[src/rtl/fft_pkg.sv]
`default_nettype none
// ============================================================================
// Module  : fft_pkg
// Shared widths, twiddle scaling, sample/state types and address helper.
// Rev     : 1.0
// ============================================================================
package fft_pkg;

    localparam int W        = 12;
    localparam int N        = 8;
    localparam int LOG2N    = 3;
    localparam int TW_SCALE = 181;   // round(256/sqrt(2))
    localparam int TW_SHIFT = 8;

    typedef struct packed {
        logic signed [W-1:0] re;
        logic signed [W-1:0] im;
    } cplx_t;

    typedef enum logic [1:0] {
        ST_LOAD = 2'd0,
        ST_CALC = 2'd1,
        ST_OUT  = 2'd2
    } state_t;

    function automatic logic [LOG2N-1:0] bitrev3(input logic [LOG2N-1:0] a);
        return {a[0], a[1], a[2]};
    endfunction

endpackage
`default_nettype wire

[src/rtl/ifft_butterfly_unit.sv]
`default_nettype none
// ============================================================================
// Module  : ifft_butterfly_unit
// Registered radix-2 butterfly with conjugate W8 twiddles and 1/2 scaling.
// Rev     : 1.0
// ============================================================================
module ifft_butterfly_unit #(
    parameter int W = 12
) (
    input  logic                clk,
    input  logic                en,
    input  logic [1:0]          k,
    input  logic signed [W-1:0] x0_re,
    input  logic signed [W-1:0] x0_im,
    input  logic signed [W-1:0] x1_re,
    input  logic signed [W-1:0] x1_im,
    output logic signed [W-1:0] a0_re,
    output logic signed [W-1:0] a0_im,
    output logic signed [W-1:0] a1_re,
    output logic signed [W-1:0] a1_im
);

    import fft_pkg::TW_SCALE;
    import fft_pkg::TW_SHIFT;

    localparam int PW = W + 1 + TW_SHIFT;
    localparam logic signed [PW-1:0] c_tw = PW'(TW_SCALE);

    logic signed [W:0]    w_x1r, w_x1i, w_x0r, w_x0i;
    logic signed [W:0]    w_sum, w_dif, w_nsum;
    logic signed [PW-1:0] w_sum_x, w_dif_x, w_nsum_x;
    logic signed [PW-1:0] w_p_sum, w_p_dif, w_p_nsum;
    logic signed [W:0]    w_yr, w_yi;

    assign w_x1r = {x1_re[W-1], x1_re};
    assign w_x1i = {x1_im[W-1], x1_im};
    assign w_x0r = {x0_re[W-1], x0_re};
    assign w_x0i = {x0_im[W-1], x0_im};

    assign w_sum  = w_x1r + w_x1i;
    assign w_dif  = w_x1r - w_x1i;
    assign w_nsum = -w_x1r - w_x1i;

    assign w_sum_x  = {{TW_SHIFT{w_sum[W]}},  w_sum};
    assign w_dif_x  = {{TW_SHIFT{w_dif[W]}},  w_dif};
    assign w_nsum_x = {{TW_SHIFT{w_nsum[W]}}, w_nsum};

    assign w_p_sum  = w_sum_x  * c_tw;
    assign w_p_dif  = w_dif_x  * c_tw;
    assign w_p_nsum = w_nsum_x * c_tw;

    always_comb begin
        w_yr = w_x1r;
        w_yi = w_x1i;
        case (k)
            2'd1: begin
                w_yr = (W+1)'(w_p_dif >>> TW_SHIFT);
                w_yi = (W+1)'(w_p_sum >>> TW_SHIFT);
            end
            2'd2: begin
                w_yr = -w_x1i;
                w_yi = w_x1r;
            end
            2'd3: begin
                w_yr = (W+1)'(w_p_nsum >>> TW_SHIFT);
                w_yi = (W+1)'(w_p_dif  >>> TW_SHIFT);
            end
            default: begin
                w_yr = w_x1r;
                w_yi = w_x1i;
            end
        endcase
    end

    // Sums wrap at W+1 bits; the input bound keeps them in range.
    always_ff @(posedge clk) begin
        if (en) begin
            a0_re <= W'((w_x0r + w_yr) >>> 1);
            a0_im <= W'((w_x0i + w_yi) >>> 1);
            a1_re <= W'((w_x0r - w_yr) >>> 1);
            a1_im <= W'((w_x0i - w_yi) >>> 1);
        end
    end

endmodule
`default_nettype wire

[src/rtl/ifft8_engine.sv]
`default_nettype none
// ============================================================================
// Module  : ifft8_engine
// 8-point in-place inverse FFT: load bit-reversed, 3 scaled stages, stream out.
// Rev     : 1.0
// ============================================================================
module ifft8_engine #(
    parameter int W = 12
) (
    input  logic                clk,
    input  logic                rst,
    input  logic                in_valid,
    output logic                in_ready,
    input  logic signed [W-1:0] in_re,
    input  logic signed [W-1:0] in_im,
    output logic                out_valid,
    input  logic                out_ready,
    output logic signed [W-1:0] out_re,
    output logic signed [W-1:0] out_im,
    output logic                out_last,
    output logic                busy
);

    import fft_pkg::N;
    import fft_pkg::LOG2N;
    import fft_pkg::state_t;
    import fft_pkg::ST_LOAD;
    import fft_pkg::ST_CALC;
    import fft_pkg::ST_OUT;
    import fft_pkg::bitrev3;

    state_t             r_state;
    logic [LOG2N-1:0]   r_cnt;
    logic [1:0]         r_stage;
    logic [1:0]         r_bf;
    logic               r_wr;

    logic signed [W-1:0] r_mem_re [N];
    logic signed [W-1:0] r_mem_im [N];

    logic [LOG2N-1:0]    w_lo, w_hi;
    logic [1:0]          w_k;
    logic                w_in_fire, w_out_fire, w_bf_en, w_bf_wr;
    logic signed [W-1:0] w_a0_re, w_a0_im, w_a1_re, w_a1_im;

    assign w_in_fire  = in_valid  && (r_state == ST_LOAD);
    assign w_out_fire = out_ready && (r_state == ST_OUT);
    assign w_bf_en    = (r_state == ST_CALC) && !r_wr;
    assign w_bf_wr    = (r_state == ST_CALC) &&  r_wr;

    // Pair addresses and twiddle index for butterfly r_bf of stage r_stage.
    always_comb begin
        w_lo = {1'b0, r_bf};
        w_hi = {1'b1, r_bf};
        w_k  = r_bf;
        case (r_stage)
            2'd0: begin
                w_lo = {r_bf, 1'b0};
                w_hi = {r_bf, 1'b1};
                w_k  = 2'd0;
            end
            2'd1: begin
                w_lo = {r_bf[1], 1'b0, r_bf[0]};
                w_hi = {r_bf[1], 1'b1, r_bf[0]};
                w_k  = {r_bf[0], 1'b0};
            end
            default: begin
                w_lo = {1'b0, r_bf};
                w_hi = {1'b1, r_bf};
                w_k  = r_bf;
            end
        endcase
    end

    ifft_butterfly_unit #(
        .W (W)
    ) u_bfly (
        .clk   (clk),
        .en    (w_bf_en),
        .k     (w_k),
        .x0_re (r_mem_re[w_lo]),
        .x0_im (r_mem_im[w_lo]),
        .x1_re (r_mem_re[w_hi]),
        .x1_im (r_mem_im[w_hi]),
        .a0_re (w_a0_re),
        .a0_im (w_a0_im),
        .a1_re (w_a1_re),
        .a1_im (w_a1_im)
    );

    always_ff @(posedge clk) begin
        if (rst) begin
            r_state <= ST_LOAD;
            r_cnt   <= '0;
            r_stage <= 2'd0;
            r_bf    <= 2'd0;
            r_wr    <= 1'b0;
        end else begin
            case (r_state)
                ST_LOAD: begin
                    if (w_in_fire) begin
                        r_cnt <= r_cnt + 3'd1;
                        if (r_cnt == 3'(N-1)) begin
                            r_cnt   <= '0;
                            r_state <= ST_CALC;
                        end
                    end
                end
                ST_CALC: begin
                    r_wr <= ~r_wr;
                    if (r_wr) begin
                        r_bf <= r_bf + 2'd1;
                        if (r_bf == 2'd3) begin
                            if (r_stage == 2'd2) begin
                                r_stage <= 2'd0;
                                r_state <= ST_OUT;
                            end else begin
                                r_stage <= r_stage + 2'd1;
                            end
                        end
                    end
                end
                ST_OUT: begin
                    if (w_out_fire) begin
                        r_cnt <= r_cnt + 3'd1;
                        if (r_cnt == 3'(N-1)) begin
                            r_cnt   <= '0;
                            r_state <= ST_LOAD;
                        end
                    end
                end
                default: begin
                    r_state <= ST_LOAD;
                    r_cnt   <= '0;
                    r_stage <= 2'd0;
                    r_bf    <= 2'd0;
                    r_wr    <= 1'b0;
                end
            endcase
        end
    end

    // Sample storage carries no reset; its contents are rewritten every frame.
    always_ff @(posedge clk) begin
        if (w_in_fire) begin
            r_mem_re[bitrev3(r_cnt)] <= in_re;
            r_mem_im[bitrev3(r_cnt)] <= in_im;
        end else if (w_bf_wr) begin
            r_mem_re[w_lo] <= w_a0_re;
            r_mem_im[w_lo] <= w_a0_im;
            r_mem_re[w_hi] <= w_a1_re;
            r_mem_im[w_hi] <= w_a1_im;
        end
    end

    assign in_ready  = (r_state == ST_LOAD);
    assign busy      = (r_state != ST_LOAD);
    assign out_valid = (r_state == ST_OUT);
    assign out_last  = out_valid && (r_cnt == 3'(N-1));
    assign out_re    = out_valid ? r_mem_re[r_cnt] : '0;
    assign out_im    = out_valid ? r_mem_im[r_cnt] : '0;

endmodule
`default_nettype wire
[config.mk]
export PLATFORM = sky130hd
export DESIGN_NAME = ifft8_engine
export DESIGN_NICKNAME = d
export VERILOG_FILES = /design/src/rtl/fft_pkg.sv /design/src/rtl/ifft_butterfly_unit.sv /design/src/rtl/ifft8_engine.sv
export SDC_FILE = /design/constraint.sdc
export NUM_CORES = 1
export LEC_CHECK = 0
export CAP_MARGIN = 20
export CORE_MARGIN = 2
export CORE_UTILIZATION = 40
export DETAILED_ROUTE_END_ITERATION = 12
export GPL_ROUTABILITY_DRIVEN = 0
export PLACE_DENSITY = 0.62
export SYNTH_ARGS = -nofsm -noshare
export SYNTH_HDL_FRONTEND = slang
export SYNTH_HIERARCHICAL = 1
export SYNTH_SLANG_ARGS = --single-unit
[constraint.sdc]
create_clock -name clk -period 9.6 [get_ports clk]
set_clock_uncertainty 0.15 [all_clocks]
set_input_delay 2.4 -clock clk [delete_from_list [all_inputs] [get_ports clk]]
set_output_delay 2.4 -clock clk [all_outputs]
set_load 0.01 [all_outputs]
==> results.cfg, run 1 <==
[outcome]
outcome = completed

[global_routing]
grt-ovfl-total = 0
grt_pass1_wl_um = 126200
grtUsageTotal = 0.2462
grt_max_degree = 57
antenna_found_initial = 1
grt_pass1_vias = 21740

[worst_setup_path]
critPathArrivalTime_ps = 9480
crit_top_cell = fa_1
crit_type = reg -> reg
max_stage_delay_ps = 540
path_buf_inv = 8
critPathSlowestCell = mux4_2
worst_setup_path_start_kind = register
critPathTopFamily = adder cells
cp_max_fo = 13
required_ps = 9760
cp-end-kind = register

[sta]
min_period_over_period = 0.9712
slew-limit-headroom = 0.2738
maxSlewViolCount = 0
setup_tns_ps = 0
finalHoldViolations = 0
setup_viol = 0
period_minus_slack_ps = 9323
fmax_mhz = 107.3
worst_pin_slew_ps = 1089

[clock_tree]
clkLatencyLatePin_ps = 570
htree_levels = 1
clk_pin_slew_ps = 70
cts_buffer_depth = 3
hold_buffers = 0
cts-root-buf = clkbuf_16
cts_num_sinks = 253
tritoncts = yes
cts_buffers = 26

[floorplan]
die_w_um = 256.1
core_area_sq_um = 62970
start_util = 0.4037
rows = 92
io_pins = 56
dieArea_sq_um = 65570
fp.dieH_um = 256.1

[synth]
ys_async_sr_fraction = 0
yosys-top-cells-count = inv_1, a21oi_1, nor2_1, ha_1, edfxtp_1
ys_seq_area_frac = 0.2938
netlist.area_leader.share = 0.2835
synth_area_per_cell_sq_um = 9.212
synth-edff-count = 240
yosysWarnings = 6
synth_area_leaders = edfxtp_1, ha_1, fa_1
synth_ff_type = edfxtp_1
synth.distinct_cells = 83
ys_seq_elements = 253
synth_nets = 3149
synth_area_leader_cell = edfxtp_1
synth_most_common_cell = inv_1
syn_inst = 2759
synthesis.area_sq_um = 25420

[finish]
num_antenna_cells = 0
syn2layout_area_growth_pct = 17.95
drive_gt1_frac = 0.1645
fin_nets = 3319

[detailed_routing]
drc = 0
drtAntennaViolNets = 0
wl_per_cell_um = 22.07
dr.first_iter.drc_count = 2436
drtPass1Iterations = 8
met3_length_um = 7552
wirelength_um = 83740
post_drt_via_cell_ratio = 5.845
drt-met1-wl_um = 33170
vias = 22180
met2_length_um = 39390
top_layer_used = met4

[worst_hold_path]
hold_class = reg -> reg

[place]
dp_hpwl_um = 60750
port_buffers = 55

[run]
max-cap-violations = 0
## tightest hold or removal path: cells and delay by family (launching register included)
family          cells  cell delay [ps]
compound gates      1               80
simple gates        1               80
flops               1              330
## flip-flops by register name (all words and copies together), names as in the netlist, named ones only
name          flops
r_state           2
u_bfly/a0_re     12
r_wr              1
u_bfly/a1_im     12
r_bf              2
r_mem_im         96
r_mem_re         96
u_bfly/a0_im     12
r_stage           2
r_cnt             3
u_bfly/a1_re     12
## layout make-up
class	instances	area [sq um]
multi-input cells	2008	16690
clock buffers	30	686.9
clock inverters	18	284.0
flip-flops and latches	253	7480
well taps	846	1059
repair buffers	295	2484
inverters	345	1300
fillers	5843	32990
## cells in the final DEF, fill, tap and decap left out, drive strengths merged, types with 23 or more instances in the layout
cell and count:
inv 345, a21oi 333, nor2 281, ha 264
edfxtp 240, buf 238, nand2 150, mux2i 121
fa 98, o21ai 92, xnor2 73, nand3 66
clkdlybuf4s50 55, nor3 52, mux4 50, xor2 47
clkbuf 32, nor2b 24, o21a 23, a21o 23
o221ai 23
## kinds of logic (layout without fill, tap and decap cells)
kind of cell / Yosys count / after routing / synth area share
and+or+nand+nor: 662 / 662 / 0.1165
muxes: 175 / 175 / 0.09388
adders and majority gates: 362 / 362 / 0.2071
AOI/OAI and AO/OA: 687 / 687 / 0.1688
buffers and inverters: 498 / 688 / 0.07684
xor gates and xnor gates: 122 / 122 / 0.04312
DFF: 253 / 253 / 0.2938
## per-stage QoR
stage	hold slack (ps)	cell area (sq um)	cells	utilization	worst slack, ps
floorplan	324.5	25420	2759	-	438.3
global placement	347.1	28050	3710	0.4455	-93.34
detailed placement	374.0	28050	3710	0.4455	-294.9
CTS	391.9	29130	3759	0.4626	5.111
global route	433.6	29980	3795	0.4761	-80.14
finish	386.2	29980	3795	0.4761	276.9
## metal layers
metal,GRT usage,vias up
li1,-,10080
met1,0.3226,10690
met2,0.4103,1166
met3,0.03367,240
met4,0.09925,0
met5,0,-
## final timing paths
path / startpoint / end / slack, ps / cells past startpoint
max reg2reg: r_bf[0] / u_bfly/a1_re[11] / 280 / 41
min: r_cnt[1] / register / 390 / 2
min reg2reg: r_cnt[1] / register / 390 / 2
max: r_bf[0] / u_bfly/a1_re[11] / 280 / 41
## timing repair
item,CTS,global route
gates cloned,0,2
pin swaps,1,45
endpoints found under the hold margin,0,0
setup buffers,1,32
resized for setup,21,109
setup endpoints to repair,11,24
Power of run 1 is left out: the tool's default activity adds up to more than one toggle a clock period on the data nets, which glitch-free logic cannot reach.
==> inputs of run 2 (changes only) <==
--- a/config.mk
+++ b/config.mk
@@ -10,7 +10,7 @@
 export CORE_UTILIZATION = 40
 export DETAILED_ROUTE_END_ITERATION = 12
 export GPL_ROUTABILITY_DRIVEN = 0
-export PLACE_DENSITY = 0.62
+export PLACE_DENSITY_LB_ADDON = 0.12
 export SYNTH_ARGS = -nofsm -noshare
 export SYNTH_HDL_FRONTEND = slang
 export SYNTH_HIERARCHICAL = 1
==> run 2 against run 1 <==
Sequential cell count unchanged; first-iteration DRC count decreased by 19%; cell count increased by 0.95%; critical path depth decreased by 4; die area unchanged.
==> results.cfg, run 2 (synthesis gave the netlist of run 1 again) <==
[place]
port_buffers = 55
place_inst = 3753
dp_hpwl_um = 63730

[detailed_routing]
wl_per_cell_um = 22.78
drtAntennaViolNets = 0
vias = 22020
wirelength_um = 87290
dr.first_iter.drc_count = 1982
drtPass1Iterations = 6
drc = 0
post_drt_via_cell_ratio = 5.747

[global_routing]
grt_pass1_vias = 21630
grt_pass1_wl_um = 132000
grtUsageTotal = 0.2602
antenna_found_initial = 0
grt_max_degree = 57
grt-ovfl-total = 0

[worst_setup_path]
crit_type = reg -> reg
cp_max_fo = 14
critPathSlowestCell = mux4_2
required_ps = 9720
max_stage_delay_ps = 530
worst_setup_path_start_kind = register
cp-end-kind = register
critPathArrivalTime_ps = 9430

[sta]
finalHoldViolations = 0
worst_pin_slew_ps = 1115
setup_viol = 0
maxSlewViolCount = 0
slew-limit-headroom = 0.2565
rsz0062_at_grt = yes
fmax_mhz = 107.4
setup_tns_ps = 0
period_minus_slack_ps = 9315
min_period_over_period = 0.9703

[finish]
final_cell_count_no_fill = 3831
fin_nets = 3353
largestRegisters = r_mem_im (96), r_mem_re (96)
drive_gt1_frac = 0.1698
syn2layout_area_growth_pct = 18.58
mostFrequentLayoutCells = inv_1, a21oi_1, nor2_1, ha_1, buf_4
num_antenna_cells = 0
final_common_cell = inv_1

[clock_tree]
cts_num_sinks = 253
tritoncts = yes
cts-root-buf = clkbuf_16
hold_buffers = 0
cts_buffers = 28
cts_buffer_depth = 3
htree_levels = 1
clk_pin_slew_ps = 70
clkLatencyLatePin_ps = 560

[worst_hold_path]
hold_class = reg -> reg

[floorplan]
fp.dieH_um = 256.1
start_util = 0.4037
die_w_um = 256.1
io_pins = 56
dieArea_sq_um = 65570
rows = 92
core_area_sq_um = 62970

[outcome]
outcome = completed

[run]
max-cap-violations = 0
-- run 2: layout make-up --
| class | instances | area, sq um |
|---|---|---|
| inverter | 345 | 1303 |
| multi-input combinational | 2009 | 16630 |
| clock inverter | 20 | 182.7 |
| fill | 5981 | 32830 |
| tap | 846 | 1059 |
| timing repair buffer | 326 | 2740 |
| sequential | 253 | 7486 |
| clock buffer | 32 | 737.0 |
-- run 2: final timing paths --
kind                   start              end  slack (ps)  cells after the start
hold / removal      r_cnt[1]         register         370                      2
hold reg to reg     r_cnt[1]         register         370                      2
setup / recovery  r_stage[1]  u_bfly/a1_im[8]         280                     37
setup reg to reg  r_stage[1]  u_bfly/a1_im[8]         280                     37
-- run 2: timing repair --
item                                    4_1_cts  5_1_grt
gates resized for setup                      16      107
cloned                                        0        3
endpoints found under the setup margin       14       25
pin swaps                                     2       30
buffers inserted                              1       20
-- run 2: routing by layer --
metal  vias up  GRT usage  part of all wire
met5         -          0                 0
li1      10160          -                 -
met2       976     0.4446              0.48
met1     10700     0.3506              0.43
met4         0    0.08301             0.034
met3       179    0.01911             0.064
-- run 2: metrics by stage --
step / hold slack (ps) / util / setup slack [ps] / instance area (sq um)
floorplan: 324.5 / - / 438.3 / 25420
global placement: 348.3 / 0.4510 / -165.6 / 28400
detailed placement: 348.4 / 0.4510 / -289.7 / 28400
CTS: 362.9 / 0.4671 / 9.986 / 29410
global route: 408.1 / 0.4787 / -115.0 / 30140
finish: 366.1 / 0.4787 / 284.9 / 30140
-- run 2: worst max-delay path: cells and delay by family (launching register included) --
kind	cells	cell delay [ps]
adder cells (fa/ha/maj)	7	2800
XOR/XNOR	2	430
multiplexers	1	530
AND/OR/NAND/NOR	5	780
flip-flops	1	380
AO/OA/AOI/OAI	12	2680
buffers and inverters	10	1290
Power of run 2 is left out for the same reason.
